**src/rtl/instr_fetch_unit.sv**
```systemverilog
// +----------------------------------------------------------------------------+
// | instr_fetch_unit: multicycle fetch stage owning PC, OldPC and the IR,      |
// | single-word req/gnt/rvalid fetch. Optional macro FETCH_MISALIGN_CHECK_EN.  |
// | Revision: 1.0                                                              |
// +----------------------------------------------------------------------------+
`default_nettype none

package instr_fetch_pkg;
  typedef enum logic [6:0] {
    OP_LOAD   = 7'h03,
    OP_FENCE  = 7'h0F,
    OP_I      = 7'h13,
    OP_AUIPC  = 7'h17,
    OP_STORE  = 7'h23,
    OP_R      = 7'h33,
    OP_LUI    = 7'h37,
    OP_BRANCH = 7'h63,
    OP_JALR   = 7'h67,
    OP_JAL    = 7'h6F,
    OP_SYSTEM = 7'h73
  } opcode_e;
endpackage

module instr_fetch_unit
  import instr_fetch_pkg::*;
#(
  parameter logic [31:0] RESET_PC  = 32'h0000_0000,
  parameter logic [31:0] NOP_INSTR = 32'h0000_0013
) (
  input  logic        clk_i,
  input  logic        rst_ni,
  input  logic        fetch_start_i,
  input  logic        pc_we_i,
  input  logic [31:0] pc_next_i,
  output logic        imem_req_o,
  output logic [31:0] imem_addr_o,
  input  logic        imem_gnt_i,
  input  logic        imem_rvalid_i,
  input  logic [31:0] imem_rdata_i,
  output logic [31:0] pc_o,
  output logic [31:0] old_pc_o,
  output logic [31:0] instr_o,
  output opcode_e     opcode_o,
  output logic        instr_valid_o,
  output logic        busy_o,
  output logic        fault_o
);

  typedef enum logic [1:0] {
    S_IDLE = 2'd0,
    S_REQ  = 2'd1,
    S_WAIT = 2'd2
  } state_e;

  state_e      r_state;
  state_e      w_state_next;
  logic [31:0] r_pc;
  logic [31:0] r_old_pc;
  logic [31:0] r_instr;
  logic [31:0] r_fetch_addr;
  logic        r_req;
  logic        r_instr_valid;
  logic        r_fault;
  logic [31:0] w_sel_addr;
  logic        w_misalign;
  logic        w_start_ok;
  logic        w_done;

  // A same-cycle PC write redirects the fetch it accompanies.
  assign w_sel_addr = pc_we_i ? pc_next_i : r_pc;

`ifdef FETCH_MISALIGN_CHECK_EN
  assign w_misalign = |w_sel_addr[1:0];
`else
  assign w_misalign = 1'b0;
`endif

  always_comb begin
    w_state_next = r_state;
    w_start_ok   = 1'b0;
    w_done       = 1'b0;
    case (r_state)
      S_IDLE: begin
        if (fetch_start_i && !w_misalign) begin
          w_state_next = S_REQ;
          w_start_ok   = 1'b1;
        end
      end
      S_REQ: begin
        if (imem_gnt_i) w_state_next = S_WAIT;
      end
      S_WAIT: begin
        if (imem_rvalid_i) begin
          w_state_next = S_IDLE;
          w_done       = 1'b1;
        end
      end
      default: w_state_next = S_IDLE;
    endcase
  end

  always_ff @(posedge clk_i or negedge rst_ni) begin
    if (!rst_ni) r_state <= S_IDLE;
    else         r_state <= w_state_next;
  end

  always_ff @(posedge clk_i or negedge rst_ni) begin
    if (!rst_ni) begin
      r_pc          <= RESET_PC;
      r_old_pc      <= RESET_PC;
      r_instr       <= NOP_INSTR;
      r_fetch_addr  <= RESET_PC;
      r_req         <= 1'b0;
      r_instr_valid <= 1'b0;
      r_fault       <= 1'b0;
    end else begin
      r_instr_valid <= w_done;
      r_fault       <= (r_state == S_IDLE) && fetch_start_i && w_misalign;
      if ((r_state == S_IDLE) && pc_we_i) r_pc <= pc_next_i;
      if (w_start_ok) begin
        r_fetch_addr <= w_sel_addr;
        r_req        <= 1'b1;
      end
      if ((r_state == S_REQ) && imem_gnt_i) r_req <= 1'b0;
      // Completion only happens in WAIT, so it never races the IDLE PC write.
      if (w_done) begin
        r_instr  <= imem_rdata_i;
        r_old_pc <= r_fetch_addr;
        r_pc     <= r_fetch_addr + 32'd4;
      end
    end
  end

  assign imem_req_o    = r_req;
  assign imem_addr_o   = r_fetch_addr;
  assign pc_o          = r_pc;
  assign old_pc_o      = r_old_pc;
  assign instr_o       = r_instr;
  assign opcode_o      = opcode_e'(r_instr[6:0]);
  assign instr_valid_o = r_instr_valid;
  assign busy_o        = (r_state != S_IDLE);
  assign fault_o       = r_fault;

endmodule

`default_nettype wire

```
**config.mk**
```make
export PLATFORM = sky130hd
export DESIGN_NAME = instr_fetch_unit
export DESIGN_NICKNAME = d
export VERILOG_FILES = /design/src/rtl/instr_fetch_unit.sv
export SDC_FILE = /design/constraint.sdc
export NUM_CORES = 1
export LEC_CHECK = 0
export CAP_MARGIN = 10
export CORE_ASPECT_RATIO = 0.5
export CORE_MARGIN = 3
export CORE_UTILIZATION = 49
export CTS_CLUSTER_DIAMETER = 100
export DETAILED_ROUTE_END_ITERATION = 16
export GPL_TIMING_DRIVEN = 0
export HOLD_SLACK_MARGIN = 0.1
export PLACE_DENSITY = 0.84
export SETUP_SLACK_MARGIN = 0.15
export SYNTH_ARGS = -nofsm -noshare
export SYNTH_HDL_FRONTEND = slang
export SYNTH_SLANG_ARGS = --single-unit
export TNS_END_PERCENT = 20
```
**constraint.sdc**
```tcl
create_clock -name clk_i -period 3.25 [get_ports clk_i]
set_clock_uncertainty 0.15 [all_clocks]
set_input_delay 0.65 -clock clk_i [delete_from_list [all_inputs] [get_ports clk_i]]
set_output_delay 0.65 -clock clk_i [all_outputs]
set_load 0.02 [all_outputs]
```
==> reports/results.md <==
| Stage | Item | This run |
|:---|:---|:---|
| clock tree | Clock tree from TritonCTS | done |
| floorplan | Placement Rows | 28 |
| sta | Slew of the pin with the lowest slew margin | 641 ps |
| floorplan | Io pins | 209 |
| power and ir drop | Power density over cell area | 1150 nW/um^2 |
| synth | Distinct cell type count after synthesis | 42 |
| global routing | Initial antenna violation count | 0 |
| layout | Most common library cell in the layout ignoring fill and taps | sky130_fd_sc_hd__nand2_1 |
| route | ANT nets after route | 0 |
| sta | Accumulated negative setup slack | 0 ps |
| route | M1 wire length | 7790 um |
| clock tree | Post_cts resized | 0 |
| min path | Path type of the worst min-delay path | reg2reg |
| layout | Total number of nets in the final design | 958 |
| global routing | Residual overflow from global routing | 0 |
| layout | Summed area of non-filler cells in the final layout | 9100 um^2 |
| synth | Post-synthesis average cell area | 9.22 um^2 |
| synth | Cells after Synth | 660 |
| global routing | Largest net degree at the start of global routing | 68 |
| floorplan | Die area | 13,900 um^2 |
| critical path | Cells traversed along the worst timing path | nor2_1 > inv_1 > clkdlybuf4s50_1 |
| sta | Count of endpoints failing setup in the final report | 0 |
| clock tree | Clock-pin slew on the worst setup and hold paths | 60 ps |
| route | Top metal layer carrying routed signals | met4 |
| clock tree | Bufs on Longest Clock Path | 2 |
| floorplan | Core Footprint | 12,000 um^2 |
| synth | Cell types occupying the most area after synthesis | sky130_fd_sc_hd__dfrtp_1 (53%), sky130_fd_sc_hd__nand2_1 (14%), sky130_fd_sc_hd__mux2i_1 (5.9%) |
| route | WL/cell | 17.6 um |
| route | Via density | 5.35 |
| place | Placer's final routability congestion estimate | 0.812 |
| global routing | Number of global-route vias before repair | 5,930 |
| critical path | Setup crit start kind | register |
| layout | Total area of multi-input combinational cells | 2480 um^2 |
| clock tree | Worst skew pair latency | 420 ps |
| synth | Number of synthesized register bits | 132 |
| critical path | CP max-delay cell | sky130_fd_sc_hd__clkdlybuf4s50_1 |
| route | DRC violations left | 0 |
| place | Instance count after placement with tap cells included | 1,032 |
| sta | Hold violation count in the final report | 0 |
| floorplan | Horizontal extent of the die | 164 um |
| sta | Max Slew Vio Count | 0 |
| place | Detailed Place HPWL | 12,800 um |
| place | Area after DPL | 8380 um^2 |
| critical path | Data arrival time of the worst path | 1760 ps |
| route | Met2 WL post-DR | 8940 um |
| synth | Area of the mapped netlist | 6080 um^2 |
| layout | # diodes | 0 |
| critical path | Crit Path Category | reg2out |
| layout | Most used cells in the layout excluding fill and tap cells | sky130_fd_sc_hd__nand2_1 (229), sky130_fd_sc_hd__clkdlybuf4s50_1 (205), sky130_fd_sc_hd__dfrtp_1 (129) |
| sta | Setup repair after global routing missed its margin | false |
| layout | Share of final-layout standard cells stronger than drive strength 1 | 9.34% |
| route | Wire length on met3 | 1550 um |
| floorplan | DIE HEIGHT | 84.8 um |
| layout | Cell Count, Final, Fillers Out | 1,064 |
| power and ir drop | P_leak | 4.17 nW |
| synth | Share of the synthesized area in the top cell type | 53.1% |
| status | Outcome | complete, no violations |
| clock tree | Clock tree root driver cell | sky130_fd_sc_hd__clkbuf_16 |
| synth | Dominant cell type by area after synthesis | sky130_fd_sc_hd__dfrtp_1 |
| critical path | Critical Path Max Stage Delay | 560 ps |
| synth | Sequential fraction of the synthesis area | 54.4% |
| route | Routed wire length | 18,700 um |
| sta | Remaining max-slew budget at the tightest pin | 57.3% |
| power and ir drop | IR drop worst, VDD | 0.478 mV |
| route | Overall via count from detail_route | 5,689 |
| layout | Final core occ | 75.9% |
| layout | Fill cell total of the finished layout | 811 |
| synth | Post-synth net total | 731 |
| place | Number of buffers inserted by port buffering | 206 |
| critical path | Worst EP required | 2450 ps |
| clock tree | CTS Buf Count | 17 |
| global routing | First-pass GRT wire length | 30,200 um |
| clock tree | Clock sinks | 132 |
| floorplan | Initial core utilization | 50.8% |
| job | Max-cap violations | 0 |
| clock tree | CTS HTree Levels | 4 |
| sta | Hold slack final | 319 ps |
| layout | Synth-to-Final Area Change | 49.6% |
| sta | Final min period | 2560 ps |
| critical path | Critical Path End Type | primary output |
| global routing | Total routing resource utilization after global routing | 27.7% |
| layout | Register area | 3310 um^2 |
| synth | Yosys warnings | 0 |
| critical path | Maximum fanout along the worst path | 7 |
| route | Iter 0 DRT Violations | 481 |
| sta | Maximum achievable frequency | 390 MHz |
| route | Pre-Repair DR Iteration Count | 7 |
| sta | Post-route fraction of the period consumed by the critical path | 78.9% |
report_power, final:
part	internal (mW)	leakage, nW	switching (mW)
combinational	2.24	2.27	2.68
sequential	2.44	1.56	0.761
clock	1.59	0.341	0.741
cells in the mapped netlist (all sizes together):
library cell and number:
a211oi 3, a21oi 54, a22oi 2, a31oi 6, and2 3, and3 13, buf 35, clkbuf 10
conb 1, dfrtp 129, dfstp 3, ha 1, inv 6, mux2i 36, nand2 230, nand3 17
nand4 8, nor2 44, nor3 5, nor4 2, o21ai 9, o221a 1, o221ai 1, o22ai 12
o31ai 1, or2 1, or3 2, xnor2 6, xor2 19
layer usage:
| metal | GRT usage, % | vias up |
|---|---|---|
| li1 | - | 2630 |
| met3 | 7.29 | 38 |
| met1 | 35.7 | 2763 |
| met2 | 45.5 | 258 |
| met4 | 10.5 | 0 |
| met5 | 0 | - |
path summary, 6_finish.rpt:
| check | depth (start not counted) | endpoint | slack [ps] | start |
|---|---|---|---|---|
| worst max-delay path | 3 | busy_o | 690 | r_state[0]$_DFFE_PN0P_ |
| worst min-delay path | 2 | instr_o[4]$_DFFE_PN1P_ | 320 | instr_o[4]$_DFFE_PN1P_ |
| worst max register to register | 6 | pc_o[22]$_DFFE_PN0P_ | 1080 | imem_addr_o[3]$_DFFE_PN0P_ |
| worst min register to register | 2 | instr_o[4]$_DFFE_PN1P_ | 320 | instr_o[4]$_DFFE_PN1P_ |
| max in group asynchronous | 3 | instr_o[4]$_DFFE_PN1P_ | 1530 | rst_ni |
| min in group asynchronous | 2 | old_pc_o[21]$_DFFE_PN0P_ | 640 | rst_ni |
sequential cells by signal, summed over array words and instances (netlist names):
signal / cells
pc_o: 32
instr_o: 32
old_pc_o: 32
imem_req_o: 1
r_state: 2
imem_addr_o: 32
instr_valid_o: 1
cell families (layout without fill, tap and decap cells):
family,count (synthesis),count (layout),synth area share (%)
adders and majority gates,1,1,0.206
xor gates and xnor gates,25,25,3.60
AOI/OAI and AO/OA,89,89,8.29
other,1,1,0.0617
and+or+nand+nor,325,325,22.7
muxes,36,36,5.92
DFF,132,132,54.4
buffers and inverters,51,290,4.83
through the flow:
step                worst slack [ps]  total power, mW
detailed placement               607             8.05
global route                     591             11.0
CTS                              681             10.5
global placement               -3910             7.92
finish                           686             10.5
floorplan                       1410             5.70
cell type report:
| cell class | instances | area share (%) |
|---|---|---|
| sequential | 132 | 36.3 |
| multi-input combinational | 477 | 27.3 |
| timing repair buffer | 208 | 23.1 |
| clock buffer | 18 | 4.72 |
| clock inverter | 13 | 3.07 |
| buffer | 45 | 2.98 |
| tap | 165 | 2.27 |
| inverter | 6 | 0.248 |
critical path: cells and delay by family (launching register included):
kind,cells,cell delay [ps]
simple gates,1,280
buf+inv,2,630
flops,1,440
repair_timing:
action / in CTS / in global routing
hold buffers: 1 / 0
buffers inserted: 0 / 0
hold endpoints to repair: 4 / 0
Note: power is estimated with default switching activity, not from simulation.
